**src/rtl/simple_processor_pkg.sv**
```systemverilog
// Purpose: shared datapath width and ALU function encoding for the simple processor.
// Ports: none (package). func_t is a plain vector so that undefined codes can flow through unchanged.
// Encodings 4..7 are unassigned. The ALU returns 0 for them.
package simple_processor_pkg;
  parameter int DATA_WIDTH = 16;

  typedef logic [2:0] func_t;

  localparam func_t FUNC_AND = 3'd0;
  localparam func_t FUNC_OR  = 3'd1;
  localparam func_t FUNC_XOR = 3'd2;
  localparam func_t FUNC_NOT = 3'd3;
endpackage

```
**src/rtl/alu_issue_ctrl_if.sv**
```systemverilog
// Purpose: instruction handshake from decode plus the operand/result bus to the ALU gate unit.
// Ports: instr_* (valid/ready + fields), alu_rs1/rs2/func (to ALU), alu_rd_data (from ALU).
// modport slave is the issue controller; modport master is the decode/ALU environment.
interface alu_issue_ctrl_if #(
  parameter int REG_AW = 3
);
  logic                                        instr_valid_i;
  logic                                        instr_ready_o;
  simple_processor_pkg::func_t                 instr_func_i;
  logic [REG_AW-1:0]                           instr_rd_i;
  logic [REG_AW-1:0]                           instr_rs1_i;
  logic [REG_AW-1:0]                           instr_rs2_i;
  logic [simple_processor_pkg::DATA_WIDTH-1:0] alu_rs1_data_o;
  logic [simple_processor_pkg::DATA_WIDTH-1:0] alu_rs2_data_o;
  simple_processor_pkg::func_t                 alu_func_o;
  logic [simple_processor_pkg::DATA_WIDTH-1:0] alu_rd_data_i;

  modport slave (
    input  instr_valid_i, instr_func_i, instr_rd_i, instr_rs1_i, instr_rs2_i, alu_rd_data_i,
    output instr_ready_o, alu_rs1_data_o, alu_rs2_data_o, alu_func_o
  );

  modport master (
    output instr_valid_i, instr_func_i, instr_rd_i, instr_rs1_i, instr_rs2_i, alu_rd_data_i,
    input  instr_ready_o, alu_rs1_data_o, alu_rs2_data_o, alu_func_o
  );
endinterface

```
**src/rtl/alu_issue_ctrl.sv**
```systemverilog
// Purpose: issue one logic instruction at a time: read regfile, drive ALU, write result back.
// Latency: handshake in cycle N -> done_o in cycle N+3, ready again in N+4 (1 instr / 4 cycles).
// Backpressure: instr_ready_o only in IDLE and only when no direct load is requested that cycle.
// Ports: clk_i/rst_i (sync, active high), bus (slave modport), load_* init path, done_* report, dbg_* read.
module alu_issue_ctrl
  import simple_processor_pkg::*;
#(
  parameter  int NUM_REGS = 8,
  localparam int REG_AW   = $clog2(NUM_REGS)
) (
  input  logic                  clk_i,
  input  logic                  rst_i,
  alu_issue_ctrl_if.slave       bus,
  input  logic                  load_en_i,
  input  logic [REG_AW-1:0]     load_addr_i,
  input  logic [DATA_WIDTH-1:0] load_data_i,
  output logic                  done_o,
  output logic [REG_AW-1:0]     done_rd_o,
  output logic [DATA_WIDTH-1:0] done_data_o,
  input  logic [REG_AW-1:0]     dbg_addr_i,
  output logic [DATA_WIDTH-1:0] dbg_data_o
);

  typedef enum logic [1:0] {
    S_IDLE = 2'd0,
    S_READ = 2'd1,
    S_EXEC = 2'd2,
    S_WB   = 2'd3
  } state_t;

  state_t                r_state;
  logic [DATA_WIDTH-1:0] r_regs [NUM_REGS];
  func_t                 r_func;
  logic [REG_AW-1:0]     r_rd;
  logic [REG_AW-1:0]     r_rs1;
  logic [REG_AW-1:0]     r_rs2;
  logic [DATA_WIDTH-1:0] r_op1;
  logic [DATA_WIDTH-1:0] r_op2;
  logic [DATA_WIDTH-1:0] r_result;
  func_t                 r_alu_func;
  logic                  r_done;
  logic [REG_AW-1:0]     r_done_rd;
  logic [DATA_WIDTH-1:0] r_done_data;
  logic                  w_ready;

  // A direct load owns the idle cycle, so load and issue never coincide.
  assign w_ready = (r_state == S_IDLE) && !load_en_i;

  assign bus.instr_ready_o  = w_ready;
  // Operand registers are loaded on the READ->EXEC edge, so the ALU sees
  // stable registered operands for the whole EXEC cycle and they hold afterwards.
  assign bus.alu_rs1_data_o = r_op1;
  assign bus.alu_rs2_data_o = r_op2;
  assign bus.alu_func_o     = r_alu_func;

  assign done_o      = r_done;
  assign done_rd_o   = r_done_rd;
  assign done_data_o = r_done_data;

  // Entry 0 is never written, so it reads as zero without a special case.
  assign dbg_data_o = r_regs[dbg_addr_i];

  always_ff @(posedge clk_i) begin
    if (rst_i) begin
      r_state     <= S_IDLE;
      for (int i = 0; i < NUM_REGS; i++) r_regs[i] <= '0;
      r_func      <= '0;
      r_rd        <= '0;
      r_rs1       <= '0;
      r_rs2       <= '0;
      r_op1       <= '0;
      r_op2       <= '0;
      r_result    <= '0;
      r_alu_func  <= '0;
      r_done      <= 1'b0;
      r_done_rd   <= '0;
      r_done_data <= '0;
    end else begin
      r_done <= 1'b0;
      case (r_state)
        S_IDLE: begin
          if (load_en_i) begin
            if (load_addr_i != '0) r_regs[load_addr_i] <= load_data_i;
          end else if (bus.instr_valid_i) begin
            r_func  <= bus.instr_func_i;
            r_rd    <= bus.instr_rd_i;
            r_rs1   <= bus.instr_rs1_i;
            r_rs2   <= bus.instr_rs2_i;
            r_state <= S_READ;
          end
        end
        S_READ: begin
          r_op1      <= r_regs[r_rs1];
          r_op2      <= r_regs[r_rs2];
          r_alu_func <= r_func;
          r_state    <= S_EXEC;
        end
        S_EXEC: begin
          // done_* are registered here so the pulse lands exactly in the WB cycle.
          r_result    <= bus.alu_rd_data_i;
          r_done      <= 1'b1;
          r_done_rd   <= r_rd;
          r_done_data <= bus.alu_rd_data_i;
          r_state     <= S_WB;
        end
        S_WB: begin
          if (r_rd != '0) r_regs[r_rd] <= r_result;
          r_state <= S_IDLE;
        end
        default: r_state <= S_IDLE;
      endcase
    end
  end

endmodule

```
**src/flat_wrapper.sv**
```systemverilog
// flat-port wrapper written by rule: the top's interface ports become plain ports
module alu_issue_ctrl_flat import simple_processor_pkg::*;
#(
  parameter  int NUM_REGS = 8,
  localparam int REG_AW   = $clog2(NUM_REGS)
)
  (clk_i, rst_i, load_en_i, load_addr_i, load_data_i, done_o, done_rd_o, done_data_o, dbg_addr_i, dbg_data_o, bus_instr_valid_i, bus_instr_func_i, bus_instr_rd_i, bus_instr_rs1_i, bus_instr_rs2_i, bus_alu_rd_data_i, bus_instr_ready_o, bus_alu_rs1_data_o, bus_alu_rs2_data_o, bus_alu_func_o);
  alu_issue_ctrl_if bus_i ();
  input  logic clk_i;
  input  logic rst_i;
  input  logic load_en_i;
  input  logic [REG_AW-1:0] load_addr_i;
  input  logic [DATA_WIDTH-1:0] load_data_i;
  output logic done_o;
  output logic [REG_AW-1:0] done_rd_o;
  output logic [DATA_WIDTH-1:0] done_data_o;
  input  logic [REG_AW-1:0] dbg_addr_i;
  output logic [DATA_WIDTH-1:0] dbg_data_o;
  input wire logic [$bits(bus_i.instr_valid_i)-1:0] bus_instr_valid_i;
  input wire logic [$bits(bus_i.instr_func_i)-1:0] bus_instr_func_i;
  input wire logic [$bits(bus_i.instr_rd_i)-1:0] bus_instr_rd_i;
  input wire logic [$bits(bus_i.instr_rs1_i)-1:0] bus_instr_rs1_i;
  input wire logic [$bits(bus_i.instr_rs2_i)-1:0] bus_instr_rs2_i;
  input wire logic [$bits(bus_i.alu_rd_data_i)-1:0] bus_alu_rd_data_i;
  output wire logic [$bits(bus_i.instr_ready_o)-1:0] bus_instr_ready_o;
  output wire logic [$bits(bus_i.alu_rs1_data_o)-1:0] bus_alu_rs1_data_o;
  output wire logic [$bits(bus_i.alu_rs2_data_o)-1:0] bus_alu_rs2_data_o;
  output wire logic [$bits(bus_i.alu_func_o)-1:0] bus_alu_func_o;
  assign bus_i.instr_valid_i = bus_instr_valid_i;
  assign bus_i.instr_func_i = bus_instr_func_i;
  assign bus_i.instr_rd_i = bus_instr_rd_i;
  assign bus_i.instr_rs1_i = bus_instr_rs1_i;
  assign bus_i.instr_rs2_i = bus_instr_rs2_i;
  assign bus_i.alu_rd_data_i = bus_alu_rd_data_i;
  assign bus_instr_ready_o = bus_i.instr_ready_o;
  assign bus_alu_rs1_data_o = bus_i.alu_rs1_data_o;
  assign bus_alu_rs2_data_o = bus_i.alu_rs2_data_o;
  assign bus_alu_func_o = bus_i.alu_func_o;
  alu_issue_ctrl #(.NUM_REGS(NUM_REGS)) u_core (.clk_i(clk_i), .rst_i(rst_i), .bus(bus_i), .load_en_i(load_en_i), .load_addr_i(load_addr_i), .load_data_i(load_data_i), .done_o(done_o), .done_rd_o(done_rd_o), .done_data_o(done_data_o), .dbg_addr_i(dbg_addr_i), .dbg_data_o(dbg_data_o));
endmodule
```
**config.mk**
```make
export PLATFORM = sky130hd
export DESIGN_NAME = alu_issue_ctrl_flat
export DESIGN_NICKNAME = d
export VERILOG_FILES = /design/src/rtl/simple_processor_pkg.sv /design/src/rtl/alu_issue_ctrl_if.sv /design/src/rtl/alu_issue_ctrl.sv /design/src/flat_wrapper.sv
export SDC_FILE = /design/constraint.sdc
export NUM_CORES = 1
export LEC_CHECK = 0
export ABC_AREA = 0
export CORE_MARGIN = 10
export CORE_UTILIZATION = 50
export CTS_BUF_LIST = sky130_fd_sc_hd__clkbuf_8
export DETAILED_ROUTE_END_ITERATION = 8
export GPL_TIMING_DRIVEN = 0
export PLACE_DENSITY = 0.84
export SYNTH_ARGS = -nofsm -noshare
export SYNTH_HDL_FRONTEND = slang
export SYNTH_SLANG_ARGS = --single-unit
```
**constraint.sdc**
```tcl
create_clock -name clk_i -period 9.3 [get_ports clk_i]
set_input_delay 2.325 -clock clk_i [delete_from_list [all_inputs] [get_ports clk_i]]
set_output_delay 2.325 -clock clk_i [all_outputs]
set_load 0.005 [all_outputs]
```
==> impl.org <==
** Global routing
- Pin count of the biggest net entering global routing :: 20
- Number of antenna violations at the first check in global routing :: 0
- GRT overflow :: 0
- The via count of the first global-routing pass is 7218.
- In the global route stage, overall resource usage came out at 0.213.
- The first global-routing pass estimated 42600 um of wire.

** Clocking
- Buffers inserted to repair hold after CTS numbered 0.
- The number of setup buffers added after CTS is 0.
- Reg clk slew, reported paths :: 100 ps
- Number of gates resized after cts :: 0
- Clock sink count :: 197
- At the later pin of the worst-skew pair, clock insertion delay measures 490 ps.
- The clock tree synthesis step divided the H-tree into 4 levels.
- CTS placed an instance of clkbuf_8 at the clock tree root.
- In this run, CTS created clock tree buffers numbering 17.
- Maximum count of clock buffers along a single path :: 2
- TritonCTS built the clock tree.

** STA
- Share of the cycle needed by the critical path after routing :: 0.767
- For this run, the top clock speed supported by timing is 0.140 GHz.
- For the final database, setup skew stands at 12.9 ps.
- Headroom to the max-slew limit came out at 0.407.
- At the pin with the least slew margin, the transition time is 889 ps.
- Setup total negative slack on the finished layout was measured at 0 ps.
- Final Hold Fails :: 0
- Final critical path time including I/O delays and setup :: 7130 ps
- Setup Viol. Count Final :: 0
- The final number of max-transition violations came to 0.
- Setup repair after global routing left no endpoint under its margin.

** Placed design
- # port buffers :: 122
- Post-DP HPWL :: 21700 um
- RD Place Congestion :: 0.949

** Synthesis
- In this run the cell area of the synthesized design comes to 9950 um^2.
- Mapped Cells :: 725
- Unique masters post-synth :: 38
- During synthesis, Yosys emitted a total of 0 warnings.
- The share of the Yosys chip area taken by registers is 0.525.
- Seq cells post-synth :: 197
- Syn avg cell area :: 13.7 um^2

** Run
- The tool flagged a number of max-cap violations equal to 0.

** Worst setup path
- Category of the worst setup path launch point :: input port
- CP Data Required Time :: 6980 ps
- STA classifies the critical path endpoint as an output pin.
- At the worst endpoint, the arrival time is 4810 ps.
- Maximum fanout count along the critical path :: 10
- Kind of critical path :: in -> out

** Drt
- After detailed routing, the average wire length per cell comes to 24.2 um.
- Vias per Instance :: 6.18
- The routed layout has 7159 vias.
- Count of unresolved DRC violations after routing :: 0
- Antenna Violating Nets Remaining :: 0
- For this run, the detailed router's first-pass iteration total came to 7.
- DRT iter0 DRCs :: 947
- Summed over all layers, the routed wires come to 28000 um.

** Pwr
- VDD sags by at most 0.119 mV.
- Total Power Consumption :: 2.52 mW
- In this run the power density over the cells is 210 nW/um^2.
- The analysis attributes to cell leakage a power of 4.02 nW.

** Min path
- The min-delay analysis places its worst path in the category reg -> reg.

** Floorplanning
- Area of the die :: 26000 um^2
- Width of the chip :: 161 um
- Count of pins on the block boundary :: 126
- Number of standard-cell rows in the floorplan :: 51
- Core Area :: 19500 um^2
- From bottom edge to top edge, the die measures 161 um.
- Effective utilization at floorplan :: 0.510

** Finish
- The repair_antennas step left the layout with diodes totalling 0.
- Counting the fill cells in the layout gives 1583.
- Total Nets Final :: 940
- For this run, the share of the core covered by cells in the final layout is 0.615.
- Proportion of layout cells with a drive suffix above 1 :: 0.186
- Layout overhead on the synthesized area :: 20.6%

** Outcome
- Result of the run :: finished, final reports clean
==> report_power, final <==
group	total, mW	internal (mW)	switching [mW]
clock network	0.589	0.250	0.338
logic	0.780	0.402	0.377
registers	1.15	1.06	0.0915
==> layout make-up <==
class                   instances  area (um^2)  area share
clock inverters                15          189      0.0157
clock buffers                  17          234      0.0195
inverters                       3         11.3    0.000938
plain buffers                  70          294      0.0245
repair buffers                122         1220       0.102
multi-input cells             470         4500       0.375
flip-flops and latches        197         5230       0.435
well taps                     265          332      0.0276
==> synth_stat cells, drive strengths merged <==
master	count	area share
ha	5	0.0063
nand2	5	0.0019
nand3b	1	0.00075
and2	3	0.0019
nor2	72	0.027
nor3	113	0.057
nand2b	3	0.0026
or2	2	0.0013
inv	3	0.0011
mux2i	51	0.051
a222oi	2	0.0020
a211o	1	0.00088
o211ai	3	0.0023
dfxtp	69	0.14
nor2b	25	0.016
mux4	96	0.22
o22ai	32	0.020
a211oi	1	0.00075
o21ba	1	0.0010
or3	1	0.00063
clkbuf	52	0.020
o21a	1	0.00075
nand4	1	0.00063
edfxtp	128	0.39
and2b	10	0.0075
buf	18	0.0099
o21bai	5	0.0038
o21ai	3	0.0015
mux2	16	0.018
and3b	1	0.00088
conb	1	0.00038
==> metrics by stage <==
step / hold slack (ps) / cell area (um^2) / setup WS (ps) / std cells
floorplan: 463 / 10000 / 3340 / 740
global placement: 466 / 11600 / 2220 / 1127
detailed placement: 466 / 11600 / 2220 / 1127
CTS: 484 / 12000 / 2220 / 1159
global route: 507 / 12000 / 2160 / 1159
finish: 481 / 12000 / 2170 / 1159
==> cell families (layout without fill, tap and decap cells) <==
group,after synthesis,after routing,share of synthesized area
DFF,197,197,0.525
other,1,16,0.000377
AOI/OAI and AO/OA,49,49,0.0331
and+or+nand+nor,237,237,0.118
muxes,163,163,0.287
buffers and inverters,73,227,0.0307
adders and majority gates,5,5,0.00629
==> sequential cells by signal (all words and copies together) (netlist names) <==
name / flops
u_core.bus.alu_func_o: 3
u_core.bus.alu_rs1_data_o: 16
u_core.bus.alu_rs2_data_o: 16
u_core.done_data_o: 16
u_core.done_o: 1
u_core.done_rd_o: 3
u_core.r_func: 3
u_core.r_rd: 3
u_core.r_regs: 128
u_core.r_rs1: 3
u_core.r_rs2: 3
u_core.r_state: 2
==> layout by cell type, fill, tap and decap left out, drive strengths merged, types with 7 or more instances in the layout <==
master	count
mux2i	51
nor2b	25
mux2	16
clkinv	7
clkbuf	69
inv	8
mux4	96
dfxtp	69
edfxtp	128
and2b	10
clkdlybuf4s50	122
o22ai	32
nor3	113
conb	16
nor2	72
buf	18
==> routing by layer <==
metal / track usage / wire length [um]
met3: 0.0704 / 3750
met4: 0.0778 / 649
met2: 0.324 / 12700
met5: 0 / 0
met1: 0.280 / 10900
==> worst paths after layout <==
check	start	endpoint	slack, ps	cells after the start
worst min-delay path	u_core.bus.alu_rs2_data_o[11]$_SDFFE_PP0N_	u_core.bus.alu_rs2_data_o[11]$_SDFFE_PP0N_	480	2
worst max register to register	u_core.r_state[0]$_SDFFE_PP0P_	u_core.r_regs[2][15]$_SDFFCE_PN0P_	6210	7
worst min register to register	u_core.bus.alu_rs2_data_o[11]$_SDFFE_PP0N_	u_core.bus.alu_rs2_data_o[11]$_SDFFE_PP0N_	480	2
worst max-delay path	dbg_addr_i[1]	dbg_data_o[7]	2170	5
==> worst max-delay path, stage by stage <==
cell,delay [ps]
clkdlybuf4s50_1,640
clkbuf_1,660
mux4_2,420
mux2_2,300
clkdlybuf4s50_1,460
Note: power is estimated with default switching activity, not from simulation.
